<file path="src/rtl/weights_fetch.sv">
// Sweeps a 1-cycle-latency weights ROM over addresses 0..KERNEL_SIZE-1, packs the
// returned words into a flat kernel bus and offers it downstream via valid/ready.
module weights_fetch #(
  parameter int PARA_WIDTH  = 16,
  parameter int KERNEL_SIZE = 25,
  parameter int ADDR_W      = 5
) (
  input  logic                            clk,
  input  logic                            rst_n,
  input  logic                            start,
  output logic                            busy,
  output logic                            rom_r_en,
  output logic [ADDR_W-1:0]               rom_raddr,
  input  logic [PARA_WIDTH-1:0]           rom_dout,
  output logic                            kernel_vld,
  input  logic                            kernel_rdy,
  output logic [KERNEL_SIZE*PARA_WIDTH-1:0] kernel_data
);

  localparam logic [ADDR_W-1:0] LAST_ADDR = ADDR_W'(KERNEL_SIZE - 1);

  if ((KERNEL_SIZE > (1 << ADDR_W)) || (KERNEL_SIZE < 1)) begin : g_param_err
    $error("weights_fetch: KERNEL_SIZE must be in 1..2**ADDR_W");
  end

  typedef enum logic [1:0] {
    S_IDLE  = 2'd0,
    S_READ  = 2'd1,
    S_DRAIN = 2'd2,
    S_HOLD  = 2'd3
  } state_t;

  state_t                r_state;
  state_t                w_state_nxt;
  logic [ADDR_W-1:0]     r_cnt;
  logic [ADDR_W-1:0]     w_cnt_nxt;
  logic                  r_cap_en_p1;
  logic [ADDR_W-1:0]     r_cap_idx_p1;
  logic [PARA_WIDTH-1:0] r_slot [KERNEL_SIZE];

  always_ff @(posedge clk or negedge rst_n) begin
    if (!rst_n) begin
      r_state <= S_IDLE;
      r_cnt   <= '0;
    end else begin
      r_state <= w_state_nxt;
      r_cnt   <= w_cnt_nxt;
    end
  end

  // Outputs are decoded from state so an async reset clears them at once.
  always_comb begin
    w_state_nxt = r_state;
    w_cnt_nxt   = r_cnt;
    busy        = 1'b0;
    rom_r_en    = 1'b0;
    rom_raddr   = '0;
    kernel_vld  = 1'b0;
    case (r_state)
      S_IDLE: begin
        if (start) begin
          w_state_nxt = S_READ;
          w_cnt_nxt   = '0;
        end
      end
      S_READ: begin
        busy      = 1'b1;
        rom_r_en  = 1'b1;
        rom_raddr = r_cnt;
        w_cnt_nxt = r_cnt + ADDR_W'(1);
        if (r_cnt == LAST_ADDR) w_state_nxt = S_DRAIN;
      end
      S_DRAIN: begin
        busy        = 1'b1;
        w_state_nxt = S_HOLD;
      end
      S_HOLD: begin
        busy       = 1'b1;
        kernel_vld = 1'b1;
        if (kernel_rdy) begin
          if (start) begin
            w_state_nxt = S_READ;
            w_cnt_nxt   = '0;
          end else begin
            w_state_nxt = S_IDLE;
          end
        end
      end
      default: w_state_nxt = S_IDLE;
    endcase
  end

  // Stage p1: read request delayed to line up with the ROM's returned word.
  always_ff @(posedge clk or negedge rst_n) begin
    if (!rst_n) begin
      r_cap_en_p1  <= 1'b0;
      r_cap_idx_p1 <= '0;
    end else begin
      r_cap_en_p1  <= rom_r_en;
      r_cap_idx_p1 <= rom_raddr;
    end
  end

  always_ff @(posedge clk or negedge rst_n) begin
    if (!rst_n) begin
      for (int i = 0; i < KERNEL_SIZE; i++) r_slot[i] <= '0;
    end else begin
      for (int i = 0; i < KERNEL_SIZE; i++) begin
        if (r_cap_en_p1 && (r_cap_idx_p1 == ADDR_W'(i))) r_slot[i] <= rom_dout;
      end
    end
  end

  for (genvar g = 0; g < KERNEL_SIZE; g++) begin : g_pack
    assign kernel_data[g*PARA_WIDTH +: PARA_WIDTH] = r_slot[g];
  end

endmodule

</file>
<file path="config.mk">
export PLATFORM = sky130hd
export DESIGN_NAME = weights_fetch
export DESIGN_NICKNAME = d
export VERILOG_FILES = /design/src/rtl/weights_fetch.sv
export SDC_FILE = /design/constraint.sdc
export NUM_CORES = 1
export LEC_CHECK = 0
export CORE_AREA = 2 2 214 195
export DETAILED_ROUTE_END_ITERATION = 8
export DIE_AREA = 0 0 216 197
export PLACE_DENSITY = 0.79
export SETUP_SLACK_MARGIN = 0.5
export SLEW_MARGIN = 20
export SYNTH_ARGS = -nofsm -noshare
export SYNTH_HDL_FRONTEND = slang
export SYNTH_SLANG_ARGS = --single-unit
</file>
<file path="constraint.sdc">
create_clock -name clk -period 2.1 [get_ports clk]
set_input_delay 0.42 -clock clk [delete_from_list [all_inputs] [get_ports clk]]
set_output_delay 0.42 -clock clk [all_outputs]
set_load 0.005 [all_outputs]
</file>
Yosys cells after proc, flatten, opt, wreduce, memory -nomap -nowiden
Cells that the tools add are included.
Operators by class
  $add $sub $neg: 1
  eq/ne operators: 31
  mux-type cells: 12
  reductions and logical operators: 31
Operators with widths (number)
  equality test 5 bit (second input constant): 10
  equality test 5 x 4 -> 1 bit (second input constant): 8
  logical AND 1 bit: 25
  equality test 5 x 3 -> 1 bit (second input constant): 4
  2-to-1 mux 5 bit: 3
  case mux 5 bit (3 select lines): 1
  equality test 5 x 2 -> 1 bit (second input constant): 2
  case mux 2 bit (4 select lines): 1
  2-to-1 mux 2 bit: 3
  inequality test 2 bit (second input constant): 3
  adder 5 x 1 -> 5 bit (second input constant): 1
  equality test 5 x 1 -> 1 bit (second input constant): 1
  zero test 5 bit: 1
  equality test 2 bit (second input constant): 2
  2-to-1 mux 1 bit: 4
  AND reduction 3 bit: 1
  nonzero test 3 bit: 1
  OR reduction 3 bit: 1
  equality test 2 x 1 -> 1 bit (second input constant): 1
  zero test 2 bit: 1
  AND reduction 2 bit: 1
Storage, ports and cells
  register bits: 413
  input port bits: 20
  logic and storage cells: 104

Depth between registers and ports, before layout
  depth after elaboration: 3
  gate-level depth with buffers: 7

Worst setup path after synthesis
OpenSTA, ideal clock, no wires.
  path kind: register to register
  start point: register r_cap_idx_p1[4]
  end point: register r_slot, in the netlist kernel_data[117]
  setup time: 0.125 ns
  arrival time: 1.639 ns
  required time: 1.975 ns
  path slack: 0.336 ns
  cell stages (with the launch flop): 7
  path buffers: 2
  cell sequence: dfrtp_1 > nand2b_4 > nor3b_4 > and3_1 > buf_4 > buf_8 > mux2_2
On the way
  cells in the longest elaborated chain, start to end: 2
RTL lines
  from (decl): line 38  | logic [ADDR_W-1:0] r_cap_idx_p1;
  from (signal assigned): line 100  | r_cap_idx_p1 <= rom_raddr;
  equality test 5 x 3 -> 1 bit: line 109  | if (r_cap_en_p1 && (r_cap_idx_p1 == ADDR_W'(i))) r_slot[i] <= rom_dout;
  logical AND 1 bit: line 109
  to (signal, indexed assignment): line 109
  to (decl): line 39  | logic [PARA_WIDTH-1:0] r_slot [KERNEL_SIZE];
No other way between the ends.
A chain may end at the register's enable or synchronous reset.

Final worst setup path
  start point: register r_state[0]
  end point: output rom_raddr[1]
On the way
  cells in the longest elaborated chain, start to end: 2
RTL lines
  from (decl): line 33  | state_t r_state;
  from (signal assigned): line 46  | r_state <= w_state_nxt;
  equality test 2 x 1 -> 1 bit: line 59  | case (r_state)
  2-to-1 mux 5 bit: line 59
  to (decl): line 13  | output logic [ADDR_W-1:0] rom_raddr,
No other way between the ends.

==> impl_metrics.xml <==
<?xml version="1.0" encoding="UTF-8"?>
<metrics>
  <group name="pwr">
    <metric name="p_int" unit="µW">17490</metric>
    <metric name="comb_power_share" unit="%">24.6</metric>
    <metric name="power.ir.vdd_worst" unit="mV">0.9332</metric>
    <metric name="sw_frac_of_total" unit="%">26.44</metric>
    <metric name="power_frac_seq" unit="%">41.1</metric>
    <metric name="total_leakage_power" unit="µW">0.01568</metric>
    <metric name="power_switching" unit="µW">6285</metric>
    <metric name="power_share_of_the_clock_group" unit="%">34.4</metric>
    <metric name="power_density" unit="nW/µm²">954.9</metric>
  </group>
  <group name="route">
    <metric name="vias" unit="">10540</metric>
    <metric name="drcViolationCount" unit="">0</metric>
    <metric name="initialDrtViolationCount" unit="">415</metric>
    <metric name="post_drt_wl_per_cell" unit="µm">24.43</metric>
    <metric name="via_per_inst" unit="">5.080</metric>
    <metric name="drt_pre_antenna_iters" unit="">4</metric>
    <metric name="postRouteWirelength" unit="mm">50.69</metric>
    <metric name="final_antenna_net_count" unit="">0</metric>
  </group>
  <group name="synthesis">
    <metric name="syn_inst" unit="">969</metric>
    <metric name="asyncSetResetFlopFracSynth" unit="%">100.0</metric>
    <metric name="synth_area_leaders" unit="">sky130_fd_sc_hd__dfrtp_1 65%, sky130_fd_sc_hd__mux2_2 28%, sky130_fd_sc_hd__clkbuf_1 0.85%, sky130_fd_sc_hd__buf_6 0.64%, sky130_fd_sc_hd__ha_1 0.55%</metric>
    <metric name="yosys-top-cells-count" unit="">413 x sky130_fd_sc_hd__dfrtp_1, 396 x sky130_fd_sc_hd__mux2_2, 36 x sky130_fd_sc_hd__clkbuf_1</metric>
    <metric name="synth.most_common_cell" unit="">sky130_fd_sc_hd__dfrtp_1</metric>
    <metric name="synth_area_leader_cell" unit="">sky130_fd_sc_hd__dfrtp_1</metric>
    <metric name="count_of_warnings_emitted_by_yosys" unit="">0</metric>
    <metric name="ys.flop_type" unit="">sky130_fd_sc_hd__dfrtp_1</metric>
    <metric name="yosysUniqueCellTypes" unit="">37</metric>
    <metric name="synth.avg_cell_area" unit="µm²">16.39</metric>
    <metric name="synth_area" unit="µm²">15890</metric>
    <metric name="postSynthNetCount" unit="">996</metric>
    <metric name="synthDominantCellAreaShare" unit="%">65.05</metric>
    <metric name="ys_seq_area_share" unit="%">65.05</metric>
    <metric name="synth_seq_cells" unit="">413</metric>
    <metric name="synth_enable_flop_cells" unit="">0</metric>
  </group>
  <group name="finish">
    <metric name="postLayoutCoreUtil" unit="%">61.80</metric>
    <metric name="stdcell_area" unit="µm²">24900</metric>
    <metric name="fraction_of_layout_cells_with_a_size_suffix_above_1" unit="%">46.06</metric>
    <metric name="flow.area_growth_from_synthesis" unit="%">56.71</metric>
    <metric name="antenna_cells_inserted" unit="">0</metric>
    <metric name="layout.filler_cells" unit="">2779</metric>
    <metric name="finalNetCount" unit="">1529</metric>
    <metric name="finalNonFillerCells" unit="">2075</metric>
  </group>
  <group name="sta">
    <metric name="tightest_slew" unit="ps">677.2</metric>
    <metric name="fin_worst_skew" unit="ps">33.43</metric>
    <metric name="grt_setup_unrepaired" unit="">true</metric>
    <metric name="slew_violations" unit="">0</metric>
    <metric name="finalHoldViolations" unit="">0</metric>
    <metric name="timing.final.crit_period" unit="ps">2065</metric>
    <metric name="final.period_utilization" unit="%">98.36</metric>
    <metric name="achievable-frequency" unit="GHz">0.4842</metric>
    <metric name="setup_viol_count_final" unit="">0</metric>
    <metric name="timing.max_slew.rel_slack" unit="%">54.85</metric>
  </group>
  <group name="run_status">
    <metric name="result_of_the_run" unit="">finished, final reports clean</metric>
  </group>
  <group name="grt">
    <metric name="grt_overflow" unit="">0</metric>
    <metric name="first_pass_grt_wire_length" unit="mm">68.86</metric>
    <metric name="grtUsageTotal" unit="%">21.43</metric>
    <metric name="antenna_found_initial" unit="">0</metric>
    <metric name="first_global_vias" unit="">10840</metric>
    <metric name="pin_count_of_the_biggest_net_entering_global_routing" unit="">65</metric>
  </group>
  <group name="floorplan">
    <metric name="core_area" unit="µm²">40290</metric>
    <metric name="die_area" unit="µm²">42550</metric>
    <metric name="initial_core_util" unit="%">39.43</metric>
    <metric name="ioPinCount" unit="">428</metric>
    <metric name="die_w" unit="µm">216</metric>
    <metric name="rows" unit="">70</metric>
    <metric name="fp.dieH" unit="µm">197</metric>
  </group>
  <group name="worst_setup_path">
    <metric name="critical-path-slowest-cell" unit="">sky130_fd_sc_hd__dfrtp_1</metric>
    <metric name="worstPathCellList" unit="">buf_6, ha_4, buf_6, and2_4, buf_6</metric>
    <metric name="critPathMaxStageDelay" unit="ps">390</metric>
    <metric name="critical_path.top_delay_family" unit="">flip-flops</metric>
    <metric name="crit_path_end_kind" unit="">primary output</metric>
    <metric name="timing.rr.end" unit="">kernel_data[119]</metric>
    <metric name="rrSetupSlack" unit="ps">230</metric>
    <metric name="critPathMaxFanout" unit="">5</metric>
    <metric name="cp_common_cell" unit="">sky130_fd_sc_hd__buf_6</metric>
    <metric name="timing.critical_path.buf_inv" unit="">3</metric>
    <metric name="critical_path_arrival" unit="ps">1650</metric>
    <metric name="critical_path.startpoint_type" unit="">flip-flop</metric>
    <metric name="worst-r2r-cell-count" unit="">6</metric>
    <metric name="cp_data_required_time" unit="ps">1680</metric>
    <metric name="timing_worst_setup_path_type" unit="">flip-flop to primary output</metric>
    <metric name="r2r_start" unit="">r_cap_idx_p1[4]</metric>
  </group>
  <group name="placed_design">
    <metric name="post_dp_hpwl" unit="mm">31.33</metric>
    <metric name="placedCellCount" unit="">1924</metric>
    <metric name="dpl_cell_area" unit="µm²">21260</metric>
    <metric name="place.gp.congestion" unit="">0.7647</metric>
    <metric name="port-buffer-count" unit="">427</metric>
  </group>
  <group name="cts">
    <metric name="clockRootBuffer" unit="">sky130_fd_sc_hd__clkbuf_16</metric>
    <metric name="clk_latency" unit="ps">580</metric>
    <metric name="cts_tree" unit="">done</metric>
    <metric name="reg_clk_slew_reported_paths" unit="ps">70</metric>
    <metric name="cts-buffers-inserted" unit="">44</metric>
    <metric name="cts_max_level" unit="">2</metric>
    <metric name="cts.sinks" unit="">413</metric>
    <metric name="clock_tree.buffer_depth" unit="">3</metric>
  </group>
  <group name="hold_path">
    <metric name="hold_class" unit="">input pin to asynchronous set/reset pin</metric>
  </group>
  <group name="flow_run">
    <metric name="max_cap_violations" unit="">0</metric>
  </group>
</metrics>
[cells by family after synthesis]
| group | count (synthesis) | synth area share (%) |
|---|---|---|
| flops | 413 | 65.05 |
| mux | 400 | 28.35 |
| buf+inv | 74 | 2.520 |
| simple gates | 64 | 3.048 |
| compound gates | 11 | 0.4726 |
| fa+ha+maj | 7 | 0.5513 |
[what timing repair did]
action,in CTS,in global routing
setup endpoints to repair,815,743
cloned,0,2
hold endpoints to repair,48,0
resized for setup,199,517
hold buffers,1,0
setup buffers,27,42
pin swaps,4,16
[routing by layer]
layer  global-route usage [%]  share of wire, %  vias up
met5                        0                 0        -
met1                    27.86                42     5633
met2                    35.20                49      349
met3                    5.478               6.3       94
li1                         -                 -     4466
met4                    7.052               2.9        0
[layout make-up]
class | instances | area, µm² | area share (%)
clock buffer | 63 | 1314 | 5.277
clock inverter | 16 | 220.2 | 0.8845
timing repair buffer | 553 | 6397 | 25.70
tap | 540 | 675.6 | 2.714
inverter | 7 | 28.78 | 0.1156
multi-input combinational | 483 | 5919 | 23.78
sequential | 413 | 10340 | 41.54
[registers in the layout, summed over array words and instances, names as in the netlist]
| name | cells |
|---|---|
| r_cap_idx_p1 | 5 |
| r_state | 2 |
| r_cnt | 5 |
| r_cap_en_p1 | 1 |
| kernel_data | 400 |
[power by group through the flow]
stage,Sequential (µW),Combinational [µW],Clock [µW]
3_5_place_dp,9890,4900,0
4_1_cts,9760,5270,8330
5_1_grt,9890,6150,8680
6_report,9760,5840,8170
2_1_floorplan,9860,1660,0
3_3_place_gp,9820,4780,0
[worst max path at each step]
stage          depth (start not counted)       startpoint               end
2_1_floorplan                          6  r_cap_idx_p1[4]  kernel_data[117]
3_3_place_gp                           3  r_cap_idx_p1[1]   kernel_data[40]
3_5_place_dp                           3  r_cap_idx_p1[0]   kernel_data[19]
4_1_cts                                5       r_state[0]      rom_raddr[0]
5_1_grt                                5       r_state[0]      rom_raddr[1]
6_report                               5       r_state[0]      rom_raddr[1]
[metrics by stage]
| stage | setup TNS (ps) | setup slack [ps] | hold slack, ps | total power, µW |
|---|---|---|---|---|
| after detailed placement | 0 | 50.66 | 471.4 | 14790 |
| after floorplan | 0 | 351.1 | 124.4 | 11520 |
| after CTS | 0 | 27.86 | 450.5 | 23350 |
| after global placement | 0 | 105.9 | 468.0 | 14600 |
| after global routing | -79.15 | -25.23 | 498.0 | 24720 |
| final | 0 | 34.53 | 462.2 | 23770 |
[cells in the final DEF (no fill, tap or decap), drive strengths merged]
cell / count
a211oi: 1
a221o: 1
a221oi: 1
a22oi: 1
and2: 6
and2b: 1
and3: 1
buf: 164
bufinv: 5
clkbuf: 66
clkdlybuf4s15: 2
clkdlybuf4s50: 18
clkinv: 8
dfrtp: 413
dlygate4sd3: 1
dlymetal6s2s: 365
ha: 7
inv: 10
mux2: 400
nand2: 23
nand2b: 5
nand3: 3
nand4: 1
nand4b: 2
nor2: 9
nor2b: 3
nor3: 5
nor3b: 1
nor4: 3
o21ai: 5
o311ai: 1
o31ai: 1
or3: 2
Power figures use the tool's default switching activity.
